$ cat src/rtl/input_port_buffer.sv
// Router input stage: flit FIFO plus a packet FSM that raises the arbiter request for
// the head packet and drains it one flit per granted, accepted cycle.
module input_port_buffer #(
    parameter int unsigned DEPTH  = 4,
    parameter int unsigned FLIT_W = 32
) (
    input  logic              clk,
    input  logic              rst,
    input  logic [FLIT_W-1:0] in_flit,
    input  logic              in_valid,
    output logic              in_ready,
    input  logic              grant,
    input  logic              out_ready,
    output logic              req,
    output logic [2:0]        flit_id,
    output logic [11:0]       length,
    output logic [FLIT_W-1:0] out_flit,
    output logic              out_valid,
    output logic              drop_err
);

    localparam int unsigned PTR_W = $clog2(DEPTH);
    localparam int unsigned CNT_W = PTR_W + 1;
    localparam logic [2:0]  ID_HEADER = 3'b001;
    localparam logic [2:0]  ID_TAIL   = 3'b100;

    typedef enum logic [1:0] {
        ST_IDLE = 2'd0,
        ST_REQ  = 2'd1,
        ST_SEND = 2'd2
    } state_e;

    state_e             state_q, state_d;
    logic [PTR_W-1:0]   wr_ptr_q, wr_ptr_d;
    logic [PTR_W-1:0]   rd_ptr_q, rd_ptr_d;
    logic [CNT_W-1:0]   count_q, count_d;
    logic [11:0]        len_q, len_d;
    logic [FLIT_W-1:0]  mem_q [DEPTH];

    logic              empty;
    logic              push;
    logic              pop;
    logic              drop;
    logic [FLIT_W-1:0] head;
    logic [2:0]        head_id;

    assign head     = mem_q[rd_ptr_q];
    assign head_id  = head[FLIT_W-1 -: 3];
    assign empty    = (count_q == '0);
    assign in_ready = (count_q != CNT_W'(DEPTH));
    // A full FIFO refuses the push even if a pop frees a slot this cycle.
    assign push     = in_valid && in_ready;

    // Packet FSM: next state, pop decision and length capture.
    always_comb begin
        state_d = state_q;
        pop     = 1'b0;
        drop    = 1'b0;
        len_d   = len_q;
        unique case (state_q)
            ST_IDLE: begin
                if (!empty) begin
                    if (head_id == ID_HEADER) begin
                        state_d = ST_REQ;
                    end else begin
                        pop  = 1'b1;
                        drop = 1'b1;
                    end
                end
            end
            ST_REQ: begin
                if (grant && out_ready) begin
                    pop     = 1'b1;
                    len_d   = head[11:0];
                    state_d = ST_SEND;
                end
            end
            ST_SEND: begin
                if (grant && out_ready && !empty) begin
                    pop = 1'b1;
                    if (head_id == ID_TAIL) begin
                        state_d = ST_IDLE;
                    end
                end
            end
            default: state_d = ST_IDLE;
        endcase
    end

    always_comb begin
        wr_ptr_d = push ? wr_ptr_q + PTR_W'(1) : wr_ptr_q;
        rd_ptr_d = pop  ? rd_ptr_q + PTR_W'(1) : rd_ptr_q;
        count_d  = count_q + CNT_W'(push) - CNT_W'(pop);
    end

    always_ff @(posedge clk or posedge rst) begin
        if (rst) begin
            state_q  <= ST_IDLE;
            wr_ptr_q <= '0;
            rd_ptr_q <= '0;
            count_q  <= '0;
            len_q    <= '0;
        end else begin
            state_q  <= state_d;
            wr_ptr_q <= wr_ptr_d;
            rd_ptr_q <= rd_ptr_d;
            count_q  <= count_d;
            len_q    <= len_d;
        end
    end

    // Storage needs no reset; occupancy alone decides which entries are live.
    always_ff @(posedge clk) begin
        if (push) begin
            mem_q[wr_ptr_q] <= in_flit;
        end
    end

    assign req       = (state_q != ST_IDLE);
    assign flit_id   = empty ? 3'b000 : head_id;
    assign length    = (state_q == ST_REQ) ? head[11:0] : len_q;
    assign out_flit  = head;
    assign out_valid = pop && (state_q != ST_IDLE);
    assign drop_err  = drop;

endmodule

$ cat config.mk
export PLATFORM = sky130hd
export DESIGN_NAME = input_port_buffer
export DESIGN_NICKNAME = d
export VERILOG_FILES = /design/src/rtl/input_port_buffer.sv
export SDC_FILE = /design/constraint.sdc
export NUM_CORES = 1
export LEC_CHECK = 0
export BUFFER_PORTS_ARGS = -buffer_cell sky130_fd_sc_hd__buf_2
export CAP_MARGIN = 20
export CORE_MARGIN = 4
export CORE_UTILIZATION = 28
export CTS_BUF_LIST = sky130_fd_sc_hd__clkbuf_4
export DETAILED_ROUTE_END_ITERATION = 10
export PLACE_DENSITY = 0.55
export SLEW_MARGIN = 20
export SYNTH_ARGS = -nofsm -noshare
export SYNTH_HDL_FRONTEND = slang
export SYNTH_SLANG_ARGS = --single-unit
export TNS_END_PERCENT = 50
$ cat constraint.sdc
create_clock -name clk -period 2.9 [get_ports clk]
set_input_delay 0.145 -clock clk [delete_from_list [all_inputs] [get_ports clk]]
set_output_delay 0.145 -clock clk [all_outputs]
set_load 0.02 [all_outputs]
After elaboration in Yosys (flattened, before gate mapping)
Memory sizes are Yosys's and may differ from the RTL's.
Cells that the tools add are included.
{ "classes": {"add_sub_neg": 4, "n_eq_ne": 10, "n_mux": 16, "n_reduce_logical": 10} }
{ "op_table": {"columns": ["cell", "n"], "rows": [
  ["$mux W12", 1],
  ["$mux W2", 5],
  ["$ne A2 B2 Y1 const B", 5],
  ["$mux W1", 7],
  ["$pmux W2 S3", 1],
  ["$reduce_and A5 Y1", 1],
  ["$add A2 B1 Y2 const B", 2],
  ["$logic_and A1 B1 Y1", 4],
  ["$add A3 B1 Y3", 1],
  ["$eq A3 B1 Y1 const B", 1],
  ["$eq A3 B3 Y1 const B", 1],
  ["$logic_not A3 Y1", 1],
  ["$mux W3", 1],
  ["$ne A3 B3 Y1 const B", 1],
  ["$pmux W1 S3", 1],
  ["$sub A3 B1 Y3", 1],
  ["$eq A2 B1 Y1 const B", 1],
  ["$eq A2 B2 Y1 const B", 1],
  ["$logic_not A2 Y1", 1],
  ["$reduce_and A2 Y1", 1],
  ["$reduce_bool A2 Y1", 1],
  ["$logic_not A1 Y1", 1]
]} }
{ "word_totals": {"ff_bits": 21, "ram_bits": 128, "word_cells": 46, "n_memories": 1} }
{ "mem_list": {"columns": ["name", "depth", "word_bits", "read_ports", "rd_clocked_by_memory_dff", "wr", "line", "text"], "rows": [
  ["mem_q", 4, 32, 1, 0, 1, "38", "logic [FLIT_W-1:0] mem_q [DEPTH];"]
]} }

Depth between registers and ports, before layout
Gate-level depths: netlist of the first run.
{ "logic_depth": {"depth_word": 6, "depth_mapped": 10} }

Worst setup path after synthesis of the first run
OpenSTA, ideal clock, no wires.
{ "synth_path": {"path_kind": "reg2reg", "startpoint": "register count_q[1]", "endpoint": "register count_q[2]", "arrival_time_ns": 2.405, "required_time_ns": 2.775, "path_slack_ns": 0.370, "stages_incl_launch_ff": 10, "path_buffers": 0, "period_less_slack_ns": 2.530, "cell_sequence": "dfrtp_1 -> nor3_1 -> o31ai_1 -> o21bai_4 -> xor2_1 -> ha_1 -> inv_1 -> fa_1 -> xnor2_1 -> xnor2_1"} }
{ "synth_via": {"elab_chain_cells": 6, "elab_cells_between_ends": 10, "cone_classes": "add/sub: 2; eq/ne: 1; mux: 3; reduce/logical: 4"} }
{ "synth_lines": {"columns": ["item", "line", "text"], "rows": [
  ["start: declaration", "36", "logic [CNT_W-1:0] count_q, count_d;"],
  ["start signal: assignment", "107", "count_q <= count_d;"],
  ["branches (longest 5 deep; another with $add A3 B1 Y3)", null, null],
  ["$sub A3 B1 Y3 (*)", "93", "count_d = count_q + CNT_W'(push) - CNT_W'(pop);"],
  ["net count_d[2]", "36", null]
]} }
Mark *: on every way through the listed nets, which the timed path passes.
A chain may end at the register's enable or synchronous reset.

Worst setup path after layout of the first run
{ "layout_path": {"startpoint": "register rd_ptr_q[0]", "endpoint": "output port length[2]"} }
{ "layout_via": {"elab_chain_cells": 2} }
{ "layout_lines": {"columns": ["item", "line", "text"], "rows": [
  ["start: declaration", "35", "logic [PTR_W-1:0] rd_ptr_q, rd_ptr_d;"],
  ["start signal: assignment", "106", "rd_ptr_q <= rd_ptr_d;"],
  ["$mem_v2 Z4 W32", null, null],
  ["$mux W12", "121", "assign length = (state_q == ST_REQ) ? head[11:0] : len_q;"],
  ["end: declaration", "16", "output logic [11:0] length,"]
]} }
Every way passes these cells.

==> results of run 1 <==
state kept, by name, summed over array words and instances (netlist names):
| register | count |
|---|---|
| count_q | 3 |
| rd_ptr_q | 2 |
| wr_ptr_q | 2 |
| state_q | 2 |
| mem_q | 128 |
| len_q | 12 |
report_power, final:
part | internal (mW) | leakage, nW | switching [mW] | total (mW)
Clock | 0.466 | 0.140 | 0.722 | 1.19
Combinational | 1.26 | 1.03 | 1.74 | 3.00
Sequential | 2.86 | 1.43 | 0.175 | 3.04
Total | 4.59 | 2.60 | 2.63 | 7.22
routing by layer:
metal	wire (um)	vias to the layer above
met5	0	-
met4	142	0
met2	5950	66
met3	615	9
li1	-	1346
met1	4970	1524
kinds of logic after synthesis:
family | Yosys count
AO/OA/AOI/OAI | 6
XOR/XNOR | 5
buffers and inverters | 17
flip-flops | 149
adder cells (fa/ha/maj) | 6
multiplexers | 56
AND/OR/NAND/NOR | 25
cell usage in the layout, fill, tap and decap left out, drive strengths merged, types with 3 or more instances in the layout:
master	netlist	layout
edfxtp	128	128
mux2	24	24
xnor2	4	4
dlygate4sd3	0	35
mux4	32	32
ha	5	5
nand2	4	4
buf	5	96
clkbuf	6	21
dfrtp	21	21
clkinv	0	6
inv	6	7
and3	4	4
clkinvlp	0	3
nor2b	4	4
nor2	4	4
repair_timing:
item	4_1_cts	5_1_grt
setup endpoints to repair	0	0
hold endpoints to repair	150	0
hold buffers	35	0
critical path, stage by stage, from the launching register on:
cell and delay [ps]:
dfrtp_2 450, buf_4 420, mux4_2 590, mux2_2 300, buf_2 160
worst min-delay path by stage:
stage                start           end  slack, ps  depth (start not counted)
4_1_cts          out_ready    state_q[1]         20                          4
6_report         out_ready    state_q[1]         70                          4
2_1_floorplan          rst    count_q[0]        120                          1
5_1_grt          out_ready    state_q[1]         80                          4
3_5_place_dp   in_flit[25]  mem_q[2][25]        360                          1
3_3_place_gp    in_flit[5]   mem_q[0][5]        360                          1
stage by stage:
step	instance area [sq um]	util, %
after floorplan	5770	-
after global placement	6590	32.6
after detailed placement	6590	32.6
after CTS	7200	35.6
after global routing	7200	35.6
final	7200	35.6
cell type report:
cell class | instances | area share [%]
Timing Repair Buffer | 131 | 12.2
Inverter | 6 | 0.313
Multi-Input combinational cell | 98 | 18.5
Clock buffer | 21 | 2.19
Tap cell | 270 | 4.69
Sequential cell | 149 | 60.7
Clock inverter | 11 | 1.42
==> results.sh, run 1 <==
export IMPL_timing_hold_ws_ps=72.0
export IMPL_grt_start_max_net_pins=27
export IMPL_setup_viol=0
export IMPL_cts_resized=0
export IMPL_num_io_pins=88
export IMPL_synth_compound_area_share_pct=0.910
export IMPL_wl_per_cell_um=17.0
export IMPL_synth_seq_cells=149
export IMPL_r2r_cells=9
export IMPL_ir_worst_vdd_mv=0.531
export IMPL_hold_viol_final=0
export IMPL_finalNetCount=446
export IMPL_viasPerCell=4.29
export IMPL_synth_edf_count=128
export IMPL_met2_usage_pct=18.5
export IMPL_rows=52
export IMPL_portBuffers=87
export IMPL_ant_nets=0
export IMPL_avgSynthCellArea_sq_um=21.9
export IMPL_grt_pass1_wl_um=18500
export IMPL_end_kind="primary output"
export IMPL_muxShareOfSynthArea_pct=17.2
export IMPL_num_vias=2945
export IMPL_yosysTopAreaCell="edfxtp_1"
export IMPL_routed_wl_um=11700
export IMPL_maxCapViolations=0
export IMPL_netlist_top_cells_count="edfxtp_1 (128), mux4_2 (32), mux2_2 (24), dfrtp_1 (21)"
export IMPL_use_met3_pct=3.69
export IMPL_cts_tree="yes"
export IMPL_finalPower_mw=7.22
export IMPL_synth_top_family_by_area="multiplexers"
export IMPL_synth_top_area_share_pct=66.6
export IMPL_synth_flop_cell="edfxtp_1"
export IMPL_worst_path_max_fanout=21
export IMPL_endpoint="length[2]"
export IMPL_crit_arrival_ps=2480
export IMPL_die_w_um=152
export IMPL_p_per_area_nw_per_um2=1000
export IMPL_cp_startpoint="rd_ptr_q[0]"
export IMPL_synth_simple_gate_area_share_pct=2.71
export IMPL_dp_cells=619
export IMPL_fin_crit_ps=2630
export IMPL_drive_above_1_share_pct=47.1
export IMPL_timing_rr_start="rd_ptr_q[0]"
export IMPL_dp_hpwl_um=7680
export IMPL_synth_xor_xnor_area_share_pct=0.758
export IMPL_status="finished clean"
export IMPL_fp_coreArea_sq_um=20200
export IMPL_syn_cell_area_sq_um=5770
export IMPL_cts_made_buffers=17
export IMPL_drt_first_pass_iters=4
export IMPL_grt_pass1_vias=3256
export IMPL_rsz0062_at_grt="no"
export IMPL_worstSetupPathType="reg -> out"
export IMPL_final_period_utilization_pct=90.5
export IMPL_root_buffer="clkbuf_4"
export IMPL_die_area_sq_um=23000
export IMPL_finalMaxSlewViolations=0
export IMPL_syn_num_nets=307
export IMPL_fmax_ghz=0.381
export IMPL_gr_total_overflow=0
export IMPL_setup_ws_ps=274
export IMPL_nFillCells=1899
export IMPL_post_cts_buffers=0
export IMPL_dp_slack_ps=352
export IMPL_start_util_pct=28.5
export IMPL_relSlewSlack_pct=39.9
export IMPL_cp_start_kind="flop"
export IMPL_grt_busiest_layer="met2"
export IMPL_drt_initial_drc_count=150
export IMPL_hp_class="in -> reg"
export IMPL_cts_max_path_buffers=2
export IMPL_power_leakage_nw=2.60
export IMPL_synthArstFlopShare_pct=14.1
export IMPL_synth_area_leaders="edfxtp_1 (67%), mux4_2 (12%), dfrtp_1 (9.1%)"
export IMPL_antenna_cells_inserted=0
export IMPL_synth_cells=264
export IMPL_final_setup_skew_ps=23.0
export IMPL_clock_latency_ps=540
export IMPL_reg2reg_slack_ps=350
export IMPL_synthDistinctLibCells=31
export IMPL_gp_congestion=0.675
export IMPL_cts_sinks=149
export IMPL_synth_adder_area_share_pct=1.43
export IMPL_cts_max_level=4
export IMPL_grt_antenna_before_repair=0
export IMPL_regArea_sq_um=4370
export IMPL_syn2layout_area_growth_pct=24.8
export IMPL_grt_use_total_pct=11.0
export IMPL_worst_slew_pin_slew_ps=897
export IMPL_setup_tns_ps=0
export IMPL_seq_area_frac_synth_pct=75.7
export IMPL_clk_pin_slew_ps=120
export IMPL_die_height_um=152
export IMPL_drc_errors=0
export IMPL_multiInputGateArea_sq_um=1330
export IMPL_crit_required_ps=2760
export IMPL_post_synth_top_count_cell="edfxtp_1"
export IMPL_final_instance_count_excl_fill=686
export IMPL_yosys_warnings=0
export IMPL_r2r_end="count_q[2]"
export IMPL_use_met1_pct=13.2
Note: power is estimated with default switching activity, not from simulation.
==> run 2: changes to the inputs <==
--- a/config.mk
+++ b/config.mk
@@ -5,6 +5,7 @@
 export SDC_FILE = /design/constraint.sdc
 export NUM_CORES = 1
 export LEC_CHECK = 0
+export ABC_AREA = 1
 export BUFFER_PORTS_ARGS = -buffer_cell sky130_fd_sc_hd__buf_2
 export CAP_MARGIN = 20
 export CORE_MARGIN = 4
==> results.sh, run 2 <==
export IMPL_cpLargestDelayFamily="buffers and inverters"
export IMPL_rsz0062_at_grt="no"
export IMPL_dp_hpwl_um=8720
export IMPL_timing_rr_start="rd_ptr_q[0]"
export IMPL_avgSynthCellArea_sq_um=12.0
export IMPL_grt_pass1_wl_um=21400
export IMPL_clock_latency_ps=540
export IMPL_final_period_utilization_pct=87.9
export IMPL_ant_nets=0
export IMPL_drt_initial_drc_count=241
export IMPL_cts_tree="yes"
export IMPL_netlist_top_cells_count="edfxtp_1 (128), nand2_1 (109), o21ai_0 (54), nor2_1 (44), inv_1 (40)"
export IMPL_grt_use_total_pct=11.7
export IMPL_start_util_pct=28.5
export IMPL_reg2reg_slack_ps=480
export IMPL_grt_pass1_vias=3925
export IMPL_whs_path_depth=3
export IMPL_root_buffer="clkbuf_4"
export IMPL_finalNetCount=671
export IMPL_synth_cells=500
export IMPL_largest_register="mem_q"
export IMPL_p_per_area_nw_per_um2=1060
export IMPL_syn2layout_area_growth_pct=23.1
export IMPL_power_leakage_nw=2.95
export IMPL_r2r_cells=14
export IMPL_regArea_sq_um=4370
export IMPL_layout_commonest_cell="edfxtp_1"
export IMPL_num_io_pins=88
export IMPL_cp_start_kind="primary input"
export IMPL_path_cells="dlygate4sd3_1 -> buf_2 -> nand2_1 -> dlygate4sd3_1 -> inv_1 -> nand2_1 -> o21ai_1 -> inv_1 -> nand2_2 -> nand2_2 -> nand2_1 -> ha_1 -> inv_1 -> fa_1 -> xnor2_1 -> xor2_1"
export IMPL_wl_per_cell_um=15.0
export IMPL_fp_coreArea_sq_um=21000
export IMPL_gr_total_overflow=0
export IMPL_antenna_cells_inserted=0
export IMPL_cts_max_level=4
export IMPL_die_area_sq_um=23800
export IMPL_largest_reg_flops=128
export IMPL_finalMaxSlewViolations=0
export IMPL_dpl_cell_area_sq_um=6760
export IMPL_yosys_warnings=0
export IMPL_reg_largest_list="mem_q (128), len_q (12), count_q (3)"
export IMPL_syn_cell_area_sq_um=5990
export IMPL_crit_arrival_ps=3010
export IMPL_syn_num_nets=543
export IMPL_num_vias=4007
export IMPL_min_to="wr_ptr_q[0]"
export IMPL_worst_path_max_fanout=4
export IMPL_grt_antenna_before_repair=0
export IMPL_r2r_end="count_q[2]"
export IMPL_crit_required_ps=3360
export IMPL_cts_sinks=149
export IMPL_synth_edf_count=128
export IMPL_cts_made_buffers=17
export IMPL_worstSetupPathType="in -> reg"
export IMPL_timing_hold_ws_ps=272
export IMPL_final_setup_skew_ps=28.2
export IMPL_synth_area_leaders="edfxtp_1 (64%), dfrtp_1 (8.8%), nand2_1 (6.8%)"
export IMPL_yosysTopAreaCell="edfxtp_1"
export IMPL_die_height_um=154
export IMPL_maxCapViolations=0
export IMPL_fmax_ghz=0.392
export IMPL_viasPerCell=4.37
export IMPL_routed_wl_um=13700
export IMPL_worst_slew_pin_slew_ps=839
export IMPL_multiInputGateArea_sq_um=1370
export IMPL_synth_flop_cell="edfxtp_1"
export IMPL_final_util_pct=35.1
export IMPL_portBuffers=87
export IMPL_cp_slowest_stage_delay_ps=540
export IMPL_relSlewSlack_pct=44.0
export IMPL_cts_resized=0
export IMPL_nFillCells=2069
export IMPL_end_kind="flop"
export IMPL_fin_crit_ps=2550
export IMPL_setup_tns_ps=0
export IMPL_cts_max_path_buffers=2
export IMPL_synth_seq_cells=149
export IMPL_drc_errors=0
export IMPL_ir_worst_vdd_mv=0.408
export IMPL_slowest_stage="dlygate4sd3_1"
export IMPL_die_w_um=154
export IMPL_synthArstFlopShare_pct=14.1
export IMPL_synthDistinctLibCells=22
export IMPL_setup_viol=0
export IMPL_clk_pin_slew_ps=120
export IMPL_synth_top_area_share_pct=64.2
export IMPL_rows=53
export IMPL_post_synth_top_count_cell="edfxtp_1"
export IMPL_layout_common_cells="edfxtp_1 (128), nand2_1 (109), buf_2 (87), o21ai_0 (54)"
export IMPL_status="finished clean"
export IMPL_gp_congestion=0.845
export IMPL_drive_above_1_share_pct=22.2
export IMPL_hold_viol_final=0
export IMPL_min_delay_start="in_valid"
export IMPL_drt_first_pass_iters=4
export IMPL_hp_class="in -> reg"
export IMPL_critPathBufInv=6
export IMPL_design_area_sq_um=7380
export IMPL_grt_start_max_net_pins=35
export IMPL_seq_area_frac_synth_pct=72.9
==> run 2: changes by cell type after synthesis, moves of 5 or more <==
cell      change
clkbuf_1      +5
o21ai_1       +5
buf_2         +6
nand2_1     +105
nor2_1       +40
o22ai_1      +18
mux2_2       -24
mux4_2       -32
nand3_1      +35
nand2_2       +5
o21ai_0      +53
inv_1        +34
==> run 2: how the worst max path moves through the flow <==
| stage | cells past startpoint | slack, ps | endpoint | start |
|---|---|---|---|---|
| finish | 16 | 350 | count_q[2] | out_ready |
| global route | 14 | 220 | count_q[2] | rd_ptr_q[0] |
| CTS | 7 | 360 | length[9] | rd_ptr_q[0] |
| detailed placement | 14 | 510 | count_q[2] | rd_ptr_q[0] |
| global placement | 14 | 600 | count_q[2] | rd_ptr_q[0] |
| floorplan | 4 | 250 | mem_q[0][0] | count_q[1] |
==> run 2: power breakdown <==
group | switching (mW) | total, mW | internal [mW]
registers | 0.155 | 3.03 | 2.87
logic | 2.55 | 3.61 | 1.06
clock network | 0.760 | 1.20 | 0.444
==> run 2: worst min-delay path, stage by stage <==
cell and delay [ps]:
buf_2 100, nand2_1 390, xor2_1 140
==> run 2: metal layers <==
| layer | vias up | share of wire [%] | GRT usage [%] |
|---|---|---|---|
| li1 | 1973 | - | - |
| met1 | 1930 | 48 | 16.2 |
| met2 | 96 | 47 | 18.0 |
| met3 | 8 | 4.9 | 3.55 |
| met4 | 0 | 0.76 | 2.90 |
| met5 | - | 0 | 0 |
==> run 2: per-stage QoR <==
stage	power [mW]	worst slack, ps	instances
3_5_place_dp	6.72	513	849
5_1_grt	8.45	219	916
3_3_place_gp	6.65	597	849
6_report	7.84	350	916
2_1_floorplan	5.45	248	500
4_1_cts	7.96	364	916
==> run 2: area by class of cell <==
type / count / share of cell area (%)
inverter: 42 / 2.14
clock inverter: 14 / 1.71
multi-input combinational: 284 / 18.5
clock buffer: 18 / 1.83
timing repair buffer: 134 / 11.9
tap: 275 / 4.66
sequential: 149 / 59.3
==> run 2: cells by family (layout without fill, tap and decap cells) <==
group,Yosys count,count (layout),share of synthesized area [%]
AND/OR/NAND/NOR,195,195,13.3
flip-flops,149,149,72.9
AO/OA/AOI/OAI,79,79,7.02
adder cells (fa/ha/maj),6,6,1.38
buffers and inverters,67,208,4.76
XOR/XNOR,4,4,0.585
==> run 2: timing repair <==
item                                    4_1_cts  5_1_grt
endpoints found under the setup margin        0        0
endpoints found under the hold margin       150        0
hold buffers                                 35        0
buffers inserted                              0        0
